File: src/rtl/led_blinker.sv
// Turns a single-cycle request into N timed blinks with PWM dimming during ON phases.
// Reports busy while a pattern runs and a one-cycle done pulse on normal completion.
module led_blinker #(
  parameter int ON_CYCLES  = 6_250_000,
  parameter int OFF_CYCLES = 6_250_000,
  parameter int CNT_W      = 4,
  parameter int PWM_W      = 4
) (
  input  logic             clk,
  input  logic             reset,
  input  logic             trig,
  input  logic [CNT_W-1:0] count,
  input  logic [PWM_W-1:0] duty,
  output logic             led,
  output logic             busy,
  output logic             done,
  output logic [1:0]       dbg_state
);

  localparam int MAX_CYC = (ON_CYCLES > OFF_CYCLES) ? ON_CYCLES : OFF_CYCLES;
  localparam int TMR_W   = (MAX_CYC > 1) ? $clog2(MAX_CYC) : 1;

  localparam logic [TMR_W-1:0] ON_LAST  = TMR_W'(ON_CYCLES - 1);
  localparam logic [TMR_W-1:0] OFF_LAST = TMR_W'(OFF_CYCLES - 1);
  localparam logic [TMR_W-1:0] TMR_ONE  = TMR_W'(1);
  localparam logic [CNT_W-1:0] CNT_ONE  = CNT_W'(1);
  localparam logic [PWM_W-1:0] PWM_ONE  = PWM_W'(1);

  typedef enum logic [1:0] {
    IDLE = 2'd0,
    ON   = 2'd1,
    OFF  = 2'd2
  } state_t;

  state_t             state_q, state_d;
  logic [TMR_W-1:0]   timer_q, timer_d;
  logic [CNT_W-1:0]   remain_q, remain_d;
  logic [PWM_W-1:0]   duty_q, duty_d;
  logic [PWM_W-1:0]   pwm_q, pwm_d;
  logic               done_q, done_d;

  always_comb begin
    state_d  = state_q;
    timer_d  = timer_q;
    remain_d = remain_q;
    duty_d   = duty_q;
    pwm_d    = pwm_q + PWM_ONE;
    done_d   = 1'b0;

    // A request always wins, even over a natural completion on the same edge.
    if (trig && (count != '0)) begin
      state_d  = ON;
      remain_d = count;
      duty_d   = duty;
      timer_d  = '0;
    end else if (trig && (state_q != IDLE)) begin
      state_d  = IDLE;
      remain_d = '0;
      timer_d  = '0;
    end else begin
      case (state_q)
        IDLE: ;
        ON: begin
          if (timer_q == ON_LAST) begin
            state_d = OFF;
            timer_d = '0;
          end else begin
            timer_d = timer_q + TMR_ONE;
          end
        end
        OFF: begin
          if (timer_q == OFF_LAST) begin
            timer_d = '0;
            if (remain_q == CNT_ONE) begin
              state_d  = IDLE;
              remain_d = '0;
              done_d   = 1'b1;
            end else begin
              state_d  = ON;
              remain_d = remain_q - CNT_ONE;
            end
          end else begin
            timer_d = timer_q + TMR_ONE;
          end
        end
        default: state_d = IDLE;
      endcase
    end
  end

  always_ff @(posedge clk or posedge reset) begin
    if (reset) begin
      state_q  <= IDLE;
      timer_q  <= '0;
      remain_q <= '0;
      duty_q   <= '0;
      pwm_q    <= '0;
      done_q   <= 1'b0;
    end else begin
      state_q  <= state_d;
      timer_q  <= timer_d;
      remain_q <= remain_d;
      duty_q   <= duty_d;
      pwm_q    <= pwm_d;
      done_q   <= done_d;
    end
  end

  // Decoded purely from registers so there is no input-to-led path.
  assign led       = (state_q == ON) && ((&duty_q) || (pwm_q < duty_q));
  assign busy      = (state_q != IDLE);
  assign done      = done_q;
  assign dbg_state = state_q;

endmodule

File: config.mk
export PLATFORM = sky130hd
export DESIGN_NAME = led_blinker
export DESIGN_NICKNAME = d
export VERILOG_FILES = /design/src/rtl/led_blinker.sv
export SDC_FILE = /design/constraint.sdc
export NUM_CORES = 1
export LEC_CHECK = 0
export CORE_ASPECT_RATIO = 0.9
export CORE_UTILIZATION = 53
export DETAILED_ROUTE_END_ITERATION = 6
export PLACE_DENSITY = 0.76
export SLEW_MARGIN = 10
export SYNTH_ARGS = -nofsm -noshare
export SYNTH_HDL_FRONTEND = slang
export SYNTH_SLANG_ARGS = --single-unit
File: constraint.sdc
create_clock -name clk -period 2.11 [get_ports clk]
set_clock_uncertainty 0.15 [all_clocks]
set_input_delay 0.211 -clock clk [delete_from_list [all_inputs] [get_ports clk]]
set_output_delay 0.211 -clock clk [all_outputs]
set_load 0.03 [all_outputs]
==> impl_summary.txt, run 1 <==
----------------------------------------------------
[Setup path]
  Cell Chain, Critical Path ... inv_1 > ha_1 > a21o_1 > a21o_1 > a21oi_2 > o21a_1 > buf_6
  Element type at the critical path start ... flop
  Category of the most critical setup path ... reg -> out
  Combined buffer and inverter count along the critical path ... 2
  Startpoint of the most critical register-to-register path ... timer_q[7]
  Cell family with the largest share of critical-path delay ... compound AO/OA/AOI/OAI gates
  Highest cell delay on the worst timing path ... 350 ps
  Crit end category ... primary output
  CP arrival ... roughly 1700 ps
  Worst path required time ... 1750 ps
  Cell at the slowest stage of the critical path ... dfrtp_1
  Logic depth of the worst register-to-register path ... 6
  Worst R2R End ... timer_q[6]
  Max Fanout on Critical Path ... 2
  Dominant cell type by count on the critical path ... a21o_1
  Reg2reg setup slack ... roughly 80 ps

[Clock network]
  Count of H-tree levels built during CTS ... 2
  Total CTS buffers ... 5
  Source-to-sink clock delay at the later pin of the worst-skew pair ... ~290 ps
  Number of sinks driven by the clock tree ... 38
  Clk buf depth ... 2
  CTS Root Cell ... clkbuf_8
  Hold-fix buffers at CTS ... 0
  TritonCTS clock tree ... done
  Clock-pin slew reported for the worst setup and hold paths after clock tree synthesis ... about 80 ps

[Synth]
  Yosys top cell area share ... a little over 40%
  Post-synthesis sequential element count ... 38
  Top area cells in the synthesized netlist ... dfrtp_1 41%, ha_1 6.0%, o21ai_0 3.9%
  Most common cell in the netlist ... dfrtp_1
  Yosys cell types ... between 40 and 50
  Synthesis warning total ... 0
  Largest area contributor in the synthesized netlist ... dfrtp_1
  Leading post-synthesis cells by instance count ... 38 x dfrtp_1, 18 x nand2_1, 18 x o21ai_0, 16 x inv_1, 16 x nor2_1
  Synthesized instance count ... 246
  Post-synth EDFFs ... 0
  Ys flop type ... dfrtp_1
  Synthesized netlist net count ... approximately 270
  Netlist area before placement ... ~2300 um2
  Mapped Avg Cell Area ... 9.37 um2
  Post-synthesis sequential area ratio ... about two fifths
  Fraction of registers with async set/reset ... between 90% and 100%

[STA]
  Final setup TNS ... 0 ps
  Worst setup slack after layout ... slightly above 70 ps
  Worst-margin pin slew ... a little over 500 ps
  Setup repair after global routing missed its margin ... true
  Ratio of final minimum period to clock period ... 96.6%
  Time the final worst path needs with I/O delays and setup ... roughly 2000 ps
  Final hold viol count ... 0
  Number of setup violations in the final report ... 0
  Remaining max-slew budget at the tightest pin ... 65.3%
  Max Clk Rate ... 491 MHz
  Final number of max-transition violations ... 0

[Placed design]
  Worst slack at placement ... around 42 ps
  Estimated wirelength of the detail-placed design ... about 4000 um
  Routability cong. ... ~0.86
  Number of input and output port buffers inserted ... 15
  Number of placed instances, taps included ... 336
  Placed instance area ... around 2800 um2

[Power and ir drop]
  Fraction of power consumed by the clock network ... between 20% and 30%
  IR drop worst, VDD ... about 0.57 mV
  LEAKAGE ... between 1 and 1.5 nW
  Switching portion of total power ... between 30% and 40%
  Power after layout ... ~0.0024 W
  Total power density per cell area ... 822 nW/um2
  Share of power burned in registers ... between 30% and 40%
  Net switching power figure ... roughly 0.00093 W
  P_int ... 0.00151 W
  Combinational share of power ... 40.1%

[Route]
  Total DRC errors in the routed layout ... 0
  Overall via count from detail_route ... 2141
  Highest routed metal layer ... met4
  Routed wl met2 ... 2710 um
  Per-cell routed wire length ... 16.4 um
  Length of routed wiring on met1 ... ~2600 um
  Via density per instance ... between 6 and 7
  Amount of wire on met3 after detailed routing ... about 280 um
  Post-route ant nets ... 0
  First-iteration detailed-routing DRC count ... 230
  Detailed-router iteration count before antenna repair ... 5
  Sum of routed wire length over all layers ... ~5700 um

[Layout]
  Final Instance Count excl. Fillers ... approximately 350
  Diode insertion count for antenna repair ... 0
  Final nets ... 321
  Synthesis-to-layout area growth ... 28.6%
  Post-route cell area ... approximately 3000 um2
  Proportion of layout cells with a drive suffix above 1 ... between 20% and 30%
  Number of filler cells placed in the layout ... between 300 and 400

[Floorplan]
  Effective utilization at floorplan ... approximately 56%
  Horizontal die dimension ... between 70 and 80 um
  Die Ht ... approximately 65 um
  Die area ... roughly 4600 um2
  CORE AREA ... between 4000 and 5000 um2
  Count of boundary I/O pins ... 16
  Number of placement rows ... 22

[Global routing]
  Number of global-route vias before repair ... about 2100
  Largest net degree at the start of global routing ... 39
  Initial antenna violation count ... 0
  Global-route wire length before repair ... between 9000 and 10000 um
  Overall Global Routing Usage ... a little over a quarter
  Final global-route overflow total ... 0

[Outcome]
  Status ... completed

[Hold path]
  Kind of path behind the tightest hold check ... in -> async

[Run]
  Reported max-cap violation count ... 0

----------------------------------------------------
-- metal layers --
metal,vias to the layer above,GRT usage [%]
met1,1043,36.1
met3,12,5.13
li1,1023,-
met2,63,43.9
met5,-,0
met4,0,10.0
-- timing repair --
item,CTS,global route
pin swaps,0,5
gates resized for setup,1,9
endpoints found under the hold margin,0,0
setup buffers,2,2
gates cloned,0,0
endpoints found under the setup margin,2,19
-- area by class of cell --
cell class | instances | area [um2] | share of cell area [%]
well taps | 48 | 60.1 | 2.02
inverters | 16 | 60.1 | 2.02
repair buffers | 58 | 485 | 16.4
multi-input cells | 180 | 1290 | 43.7
clock buffers | 5 | 68.8 | 2.32
clock inverters | 3 | 45.0 | 1.52
flip-flops and latches | 38 | 952 | 32.1
-- logic make-up (layout without fill, tap and decap cells) --
family | count (synthesis) | in the layout | share of synthesized area, %
and+or+nand+nor | 93 | 93 | 23.5
AOI/OAI and AO/OA | 63 | 63 | 18.6
buffers and inverters | 28 | 82 | 5.05
muxes | 8 | 8 | 3.69
DFF | 38 | 38 | 41.2
xor gates and xnor gates | 5 | 5 | 1.90
adders and majority gates | 11 | 11 | 5.97
-- worst max-delay path by stage --
stage / startpoint / endpoint / slack [ps] / cells past startpoint
6_report: duty_q[1] / led / 70 / 7
5_1_grt: duty_q[1] / led / -20 / 7
4_1_cts: duty_q[1] / led / 7 / 7
3_5_place_dp: timer_q[7] / timer_q[8] / 40 / 6
3_3_place_gp: timer_q[7] / remain_q[3] / 60 / 6
2_1_floorplan: dbg_state[0] / timer_q[0] / 9 / 6
-- power groups by stage --
stage / Sequential, W / Combinational, W / Clock [W]
2_1_floorplan: 0.000874 / 0.000527 / 0
3_3_place_gp: 0.000847 / 0.000902 / 0
3_5_place_dp: 0.000851 / 0.000927 / 0
4_1_cts: 0.000837 / 0.000931 / 0.000639
5_1_grt: 0.000843 / 0.00105 / 0.000669
6_report: 0.000835 / 0.000978 / 0.000626
-- worst min-delay path, delay by kind of cell --
| family | cells | cell delay (ps) |
|---|---|---|
| buf+inv | 3 | 850 |
-- through the flow --
| stage | hold WS, ps | util (%) |
|---|---|---|
| after global placement | 317 | 67.6 |
| final | 175 | 71.8 |
| after floorplan | 178 | - |
| after global routing | 219 | 71.8 |
| after detailed placement | 324 | 67.6 |
| after CTS | 189 | 70.7 |
-- flip-flops by register name, summed over array words and instances, names as in the netlist --
name,flops
timer_q,23
remain_q,4
duty_q,4
pwm_q,4
done,1
dbg_state,2
-- placed cells by master, fill, tap and decap left out, types with 10 or more instances in the layout --
cell type / count
a21oi_1: 12
ha_1: 10
dfrtp_1: 37
nand2_1: 18
o21ai_0: 18
nor2_1: 16
buf_4: 42
inv_1: 16
clkdlybuf4s50_1: 13
Power figures use the tool's default switching activity.
==> run 2: changes to the inputs <==
- ABC_AREA: not set -> 1
- PLACE_DENSITY: 0.76 -> 0.75
==> run 2 against run 1 <==
Net effect: cell area is 4.9% lower; cell count grew 25%; wire length fell by 13%; largest cell class unchanged; via count increased by 0.37%; highest routed layer unchanged; fmax up 4.3%; die area is 7.0% higher; register-to-register slack gained 170 ps; combinational power shrank 15%; sequential share of layout area increased by 1.6 points; non-clock buffer count is 37 lower; synthesized cell count rose by 41%; area after synthesis rose by 7.2%.
==> impl_summary.txt, run 2 <==
----------------------------------------------------
[Route]
  Via density per instance ... 4.95 (-20%)
  Overall via count from detail_route ... 2149 (+0.37%)
  Detailed-router iteration count before antenna repair ... 4 (-1)
  Total DRC errors in the routed layout ... 0 (unchanged)
  First-iteration detailed-routing DRC count ... 145 (-37%)
  Per-cell routed wire length ... 11.4 um (-31%)
  Sum of routed wire length over all layers ... 4940 um (-13%)
  Post-route ant nets ... 0 (unchanged)

[Layout]
  Number of flip-flops in the largest register ... 23 (unchanged)
  Synthesis-to-layout area growth ... 14.1%
  Largest Register ... timer_q
  Commonest non-fill, non-tap cells in the layout ... 98 x nand2_1, 60 x nor2_1, 40 x inv_1, 38 x dfrtp_1, 24 x nand3_1
  Proportion of layout cells with a drive suffix above 1 ... 11.8% (-13 points)
  Post-route cell area ... 2820 um2 (-4.9%)
  Final nets ... 393 (+22%)
  Most frequent standard cell in the layout excluding fill and tap cells ... nand2_1
  Diode insertion count for antenna repair ... 0 (unchanged)

[Clock network]
  Hold-fix buffers at CTS ... 0 (unchanged)
  TritonCTS clock tree ... done
  Post_cts resized ... 4 (+3)
  Number of sinks driven by the clock tree ... 38 (unchanged)
  Clk buf depth ... 2 (unchanged)
  Setup bufs post-CTS ... 0 (-2)
  Count of H-tree levels built during CTS ... 2 (unchanged)
  Clock-pin slew reported for the worst setup and hold paths after clock tree synthesis ... 80 ps (about the same)
  CTS Root Cell ... clkbuf_8
  Total CTS buffers ... 5 (unchanged)
  Source-to-sink clock delay at the later pin of the worst-skew pair ... 300 ps (about the same)

[Hold path]
  Kind of path behind the tightest hold check ... in -> async

[STA]
  Number of setup violations in the final report ... 0 (unchanged)
  Remaining max-slew budget at the tightest pin ... 67.6% (+2.3 points)
  Final setup TNS ... 0 ps (unchanged)
  Final number of max-transition violations ... 0 (unchanged)
  Ratio of final minimum period to clock period ... 92.6% (-4.0 points)
  Max Clk Rate ... 512 MHz (+4.3%)
  Worst-margin pin slew ... 486 ps (-33.9 ps)
  Final hold viol count ... 0 (unchanged)
  Time the final worst path needs with I/O delays and setup ... 1950 ps (-84.5 ps)
  Setup repair after global routing missed its margin ... false

[Floorplan]
  Number of placement rows ... 23 (+4.5%)
  Die area ... 4940 um2 (+7.0%)
  CORE AREA ... 4460 um2 (+8.0%)
  Horizontal die dimension ... 74.0 um (+3.4%)
  Count of boundary I/O pins ... 16 (unchanged)
  Effective utilization at floorplan ... 55.4% (-0.42 points)
  Die Ht ... 66.8 um (+3.4%)

[Setup path]
  Highest cell delay on the worst timing path ... 350 ps (about the same)
  Category of the most critical setup path ... reg -> out
  Worst path required time ... 1750 ps (about the same)
  Dominant cell type by count on the critical path ... a21oi_1
  Max Fanout on Critical Path ... 2 (unchanged)
  Reg2reg setup slack ... 250 ps (+170 ps)
  Worst R2R End ... timer_q[14]
  Element type at the critical path start ... flop
  Cell family with the largest share of critical-path delay ... compound AO/OA/AOI/OAI gates
  CP arrival ... 1590 ps (-90 ps)
  Combined buffer and inverter count along the critical path ... 2 (unchanged)
  Cell at the slowest stage of the critical path ... dfrtp_1
  Startpoint of the most critical register-to-register path ... timer_q[0]
  Cell Chain, Critical Path ... inv_1 > ha_1 > a21oi_1 > o21ai_0 > a21oi_1 > buf_2
  Logic depth of the worst register-to-register path ... 6 (unchanged)
  Crit end category ... primary output

[Synth]
  Top area cells in the synthesized netlist ... dfrtp_1 38%, nand2_1 15%, nor2_1 9.1%
  Most common cell in the netlist ... nand2_1
  Post-synth EDFFs ... 0 (unchanged)
  Synthesized instance count ... 347 (+41%)
  Post-synthesis sequential element count ... 38 (unchanged)
  Mapped Avg Cell Area ... 7.12 um2 (-24%)
  Yosys cell types ... 26 (-46%)
  Leading post-synthesis cells by instance count ... 98 x nand2_1, 60 x nor2_1, 40 x inv_1, 38 x dfrtp_1, 24 x nand3_1
  Synthesized netlist net count ... 369 (+38%)
  Largest area contributor in the synthesized netlist ... dfrtp_1
  Ys flop type ... dfrtp_1
  Post-synthesis sequential area ratio ... 38.5% (-2.8 points)
  Synthesis warning total ... 0 (unchanged)
  Fraction of registers with async set/reset ... 100% (unchanged)
  Yosys top cell area share ... 38.5% (-2.8 points)
  Netlist area before placement ... 2470 um2 (+7.2%)

[Power and ir drop]
  Total power density per cell area ... 827 nW/um2 (+0.55%)
  Share of power burned in registers ... 37.2% (+3.0 points)
  Combinational share of power ... 35.8% (-4.3 points)
  Switching portion of total power ... 38.2% (+0.068 points)
  Net switching power figure ... 0.000892 W (-4.2%)
  Fraction of power consumed by the clock network ... 27.0% (+1.3 points)
  IR drop worst, VDD ... 0.462 mV (-19%)
  LEAKAGE ... 1.37 nW (+0.36%)
  P_int ... 0.00144 W (-4.5%)

[Placed design]
  Number of input and output port buffers inserted ... 15 (unchanged)
  Estimated wirelength of the detail-placed design ... 3610 um (-11%)
  Routability cong. ... 0.848 (-1.9%)
  Placed instance area ... 2710 um2 (-2.8%)

[Run]
  Reported max-cap violation count ... 0 (unchanged)

[Global routing]
  Final global-route overflow total ... 0 (unchanged)
  Global-route wire length before repair ... 8380 um (-14%)
  Initial antenna violation count ... 0 (unchanged)
  Largest net degree at the start of global routing ... 39 (unchanged)
  Number of global-route vias before repair ... 1930 (-10%)
  Overall Global Routing Usage ... 22.8% (-4.3 points)

[Outcome]
  Status ... completed

----------------------------------------------------
-- run 2: changes by cell type after synthesis, moves of 9 or more --
cell     change
nor2_1      +44
and3_1      -10
nand3_1     +15
nand2_1     +80
inv_1       +24
o21ai_0      -9
-- run 2: how the worst max path moves through the flow --
stage                       startpoint           to  cells past startpoint
after floorplan           dbg_state[0]  timer_q[15]                      9
after global placement       duty_q[1]          led                      6
after detailed placement     duty_q[1]          led                      6
after CTS                    duty_q[1]          led                      6
after global routing         duty_q[3]          led                      6
final                        duty_q[1]          led                      6
-- run 2: per-layer routing --
metal	up-vias	wire (um)	share of wire (%)	GRT usage (%)
li1	1136	-	-	-
met1	971	2480	50	30.6
met2	33	2160	44	34.3
met3	9	199	4.0	5.60
met4	0	98	2.0	10.6
met5	-	0	0	0
-- run 2: cell families after synthesis --
group           synth area share, %
mux                           0.455
fa+ha+maj                      5.57
flops                          38.5
xor+xnor                       1.77
simple gates                   40.3
compound gates                 5.26
buf+inv                        8.15
-- run 2: power groups by stage --
stage,combinational (W),sequential [W],clock (W)
floorplan,0.000595,0.000895,0
global placement,0.000840,0.000882,0
detailed placement,0.000850,0.000884,0
CTS,0.000846,0.000869,0.000645
global route,0.000948,0.000879,0.000668
finish,0.000834,0.000868,0.000630
-- run 2: cell type report --
class                           instances  area, um2
Clock inverter                          3       45.0
Clock buffer                            5       68.8
Multi-Input combinational cell        260       1320
Timing Repair Buffer                   21        189
Tap cell                               62       77.6
Fill cell                             394       1640
Inverter                               45        169
Sequential cell                        38        951
-- run 2: tightest hold or removal path, stage by stage --
cell,delay (ps)
clkdlybuf4s50_1,400
inv_1,50
buf_4,420
-- run 2: through the flow --
| stage | hold WS (ps) | total power (W) | setup slack, ps | std cells | util (%) |
|---|---|---|---|---|---|
| 2_1_floorplan | 211 | 0.00149 | 6.35 | 347 | - |
| 3_3_place_gp | 311 | 0.00172 | 64.1 | 426 | 60.8 |
| 3_5_place_dp | 319 | 0.00173 | 40.4 | 426 | 60.8 |
| 4_1_cts | 195 | 0.00236 | 63.9 | 434 | 63.4 |
| 5_1_grt | 258 | 0.00250 | 73.3 | 434 | 63.2 |
| 6_report | 181 | 0.00233 | 156 | 434 | 63.2 |
==> run 3: changes to the inputs <==
- CORE_UTILIZATION: 53 -> 55
- clock period: 2.11 -> 1.9 ns (I/O delays scaled with it)
==> run 3 against run 2 <==
Net effect: global-route usage increased by 1.9 points; sequential share of layout area decreased by 0.87 points; register-to-register slack worse by 120 ps; flip-flop and latch count did not move; critical path type unchanged.
==> impl_summary.txt, run 3 (synthesized netlist as in run 2, its figures left out) <==
----------------------------------------------------
[Setup path]
  Element type at the critical path start ... flop
  Crit end category ... primary output
  Cell Chain, Critical Path ... inv_2 > ha_1 > a21oi_1 > o21ai_1 > a21oi_1 > buf_4
  Logic depth of the worst register-to-register path ... 8 (+2)
  Highest cell delay on the worst timing path ... 360 ps (about the same)
  Reg2reg setup slack ... 130 ps (-120 ps)
  Category of the most critical setup path ... reg -> out
  Cell at the slowest stage of the critical path ... dfrtp_1
  Startpoint of the most critical register-to-register path ... dbg_state[0]
  Worst path required time ... 1560 ps (-190 ps)
  Worst R2R End ... timer_q[14]
  Max Fanout on Critical Path ... 2 (unchanged)
  Dominant cell type by count on the critical path ... a21oi_1
  CP arrival ... 1490 ps (-100 ps)

[Power and ir drop]
  Share of power burned in registers ... 36.8% (-0.4 points)
  Total power density per cell area ... 904 nW/um2 (+9.4%)
  Power after layout ... 0.00263 W (+13%)
  Net switching power figure ... 0.00106 W (+19%)
  LEAKAGE ... 1.40 nW (+2.1%)
  IR drop worst, VDD ... 0.632 mV (+37%)
  P_int ... 0.00157 W (+8.9%)
  Switching portion of total power ... 40.3% (+2.0 points)
  Fraction of power consumed by the clock network ... 22.5% (-4.5 points)
  Combinational share of power ... 40.7% (+4.9 points)

[Floorplan]
  Effective utilization at floorplan ... 59.1% (+3.7 points)
  Horizontal die dimension ... 72.7 um (-1.8%)
  Count of boundary I/O pins ... 16 (unchanged)
  CORE AREA ... 4180 um2 (-6.2%)
  Die area ... 4770 um2 (-3.5%)
  Number of placement rows ... 22 (-4.3%)
  Die Ht ... 65.6 um (-1.8%)

[Route]
  Detailed-router iteration count before antenna repair ... 4 (unchanged)
  Total DRC errors in the routed layout ... 0 (unchanged)
  Overall via count from detail_route ... 2214 (+3.0%)
  Post-route ant nets ... 0 (unchanged)
  Via density per instance ... 5.05 (+2.1%)
  First-iteration detailed-routing DRC count ... 120 (-17%)
  Per-cell routed wire length ... 12.7 um (+11%)
  Sum of routed wire length over all layers ... 5560 um (+12%)

[STA]
  Worst-margin pin slew ... 389 ps (-97.2 ps)
  Final setup TNS ... 0 ps (unchanged)
  Max Clk Rate ... roughly 550 MHz
  Time the final worst path needs with I/O delays and setup ... 1830 ps
  Final number of max-transition violations ... 0 (unchanged)
  Worst hold slack across all endpoints ... 46.1 ps (-135 ps)
  Remaining max-slew budget at the tightest pin ... 74.1% (+6.5 points)
  Ratio of final minimum period to clock period ... 96.2%
  Number of setup violations in the final report ... 0 (unchanged)
  Final hold viol count ... 0 (unchanged)

[Placed design]
  Estimated wirelength of the detail-placed design ... 3980 um (+10%)
  Routability cong. ... 0.878 (+3.6%)
  Number of input and output port buffers inserted ... 15 (unchanged)

[Layout]
  Largest Register ... timer_q
  Proportion of layout cells with a drive suffix above 1 ... 15.6% (+3.8 points)
  Commonest non-fill, non-tap cells in the layout ... 98 x nand2_1, 60 x nor2_1, 36 x inv_1, 36 x dfrtp_1, 24 x nand3_1
  Diode insertion count for antenna repair ... 0 (unchanged)
  Most frequent standard cell in the layout excluding fill and tap cells ... nand2_1
  Synthesis-to-layout area growth ... 17.4%
  Number of flip-flops in the largest register ... 23 (unchanged)
  Number of filler cells placed in the layout ... 368 (-6.6%)
  Final nets ... 399 (+1.5%)

[Run]
  Reported max-cap violation count ... 0 (unchanged)

[Clock network]
  TritonCTS clock tree ... done
  Hold-fix buffers at CTS ... 0 (unchanged)
  Total CTS buffers ... 5 (unchanged)
  Number of sinks driven by the clock tree ... 38 (unchanged)
  Count of H-tree levels built during CTS ... 2 (unchanged)
  Source-to-sink clock delay at the later pin of the worst-skew pair ... 290 ps (about the same)
  CTS Root Cell ... clkbuf_8
  Clock-pin slew reported for the worst setup and hold paths after clock tree synthesis ... 80 ps (about the same)
  Clk buf depth ... 2 (unchanged)

[Outcome]
  Status ... completed

[Global routing]
  Final global-route overflow total ... 0 (unchanged)
  Number of global-route vias before repair ... 1994 (+3.3%)
  Largest net degree at the start of global routing ... 31 (-21%)
  Overall Global Routing Usage ... 24.7% (+1.9 points)
  Initial antenna violation count ... 0 (unchanged)
  Global-route wire length before repair ... 9000 um (+7.4%)

[Hold path]
  Kind of path behind the tightest hold check ... in -> async

----------------------------------------------------
run 3: layout make-up:
type	instances	area, um2	area share [%]
tap	60	75.1	2.59
inverter	45	169	5.82
multi-input combinational	261	1370	47.2
clock buffer	6	82.6	2.84
clock inverter	2	12.5	0.431
sequential	38	953	32.8
timing repair buffer	26	241	8.32
run 3: critical path, delay by kind of cell (launching register included):
family,cells,cell delay (ps)
AOI/OAI and AO/OA,3,340
DFF,1,360
adders and majority gates,1,280
buffers and inverters,2,220
run 3: how the worst max path moves through the flow:
stage | from | end | slack [ps] | cells after the start
3_5_place_dp | count[2] | timer_q[11] | 80 | 10
2_1_floorplan | dbg_state[0] | timer_q[15] | 20 | 9
5_1_grt | timer_q[1] | remain_q[2] | -0.2 | 8
4_1_cts | duty_q[3] | led | 30 | 6
6_report | duty_q[1] | led | 70 | 6
3_3_place_gp | count[0] | timer_q[5] | 120 | 10
run 3: power groups by stage:
| stage | combinational [W] | clock [W] | sequential [W] |
|---|---|---|---|
| floorplan | 0.000666 | 0 | 0.000997 |
| global placement | 0.000948 | 0 | 0.000976 |
| detailed placement | 0.000975 | 0 | 0.000983 |
| CTS | 0.000972 | 0.000595 | 0.000968 |
| global route | 0.00118 | 0.000628 | 0.000978 |
| finish | 0.00107 | 0.000590 | 0.000967 |
run 3: repair_timing:
action,in CTS,in global routing
buffers inserted,0,4
resized for setup,1,11
cloned,0,1
endpoints found under the setup margin,1,16
pin swaps,0,5
run 3: per-stage QoR:
step | instances | util (%) | area, um2 | setup WS, ps
finish | 438 | 69.4 | 2900 | 72.6
global route | 438 | 69.4 | 2900 | -0.242
CTS | 433 | 67.5 | 2820 | 30.1
global placement | 425 | 65.3 | 2730 | 119
floorplan | 347 | - | 2470 | 23.2
detailed placement | 425 | 65.3 | 2730 | 84.9
run 3: routing by layer:
layer / global-route usage, % / part of all wire (%) / vias up
met1: 35.9 / 51 / 1003
met2: 37.5 / 44 / 53
met3: 4.29 / 4.3 / 8
li1: - / - / 1150
met4: 7.11 / 1.1 / 0
met5: 0 / 0 / -
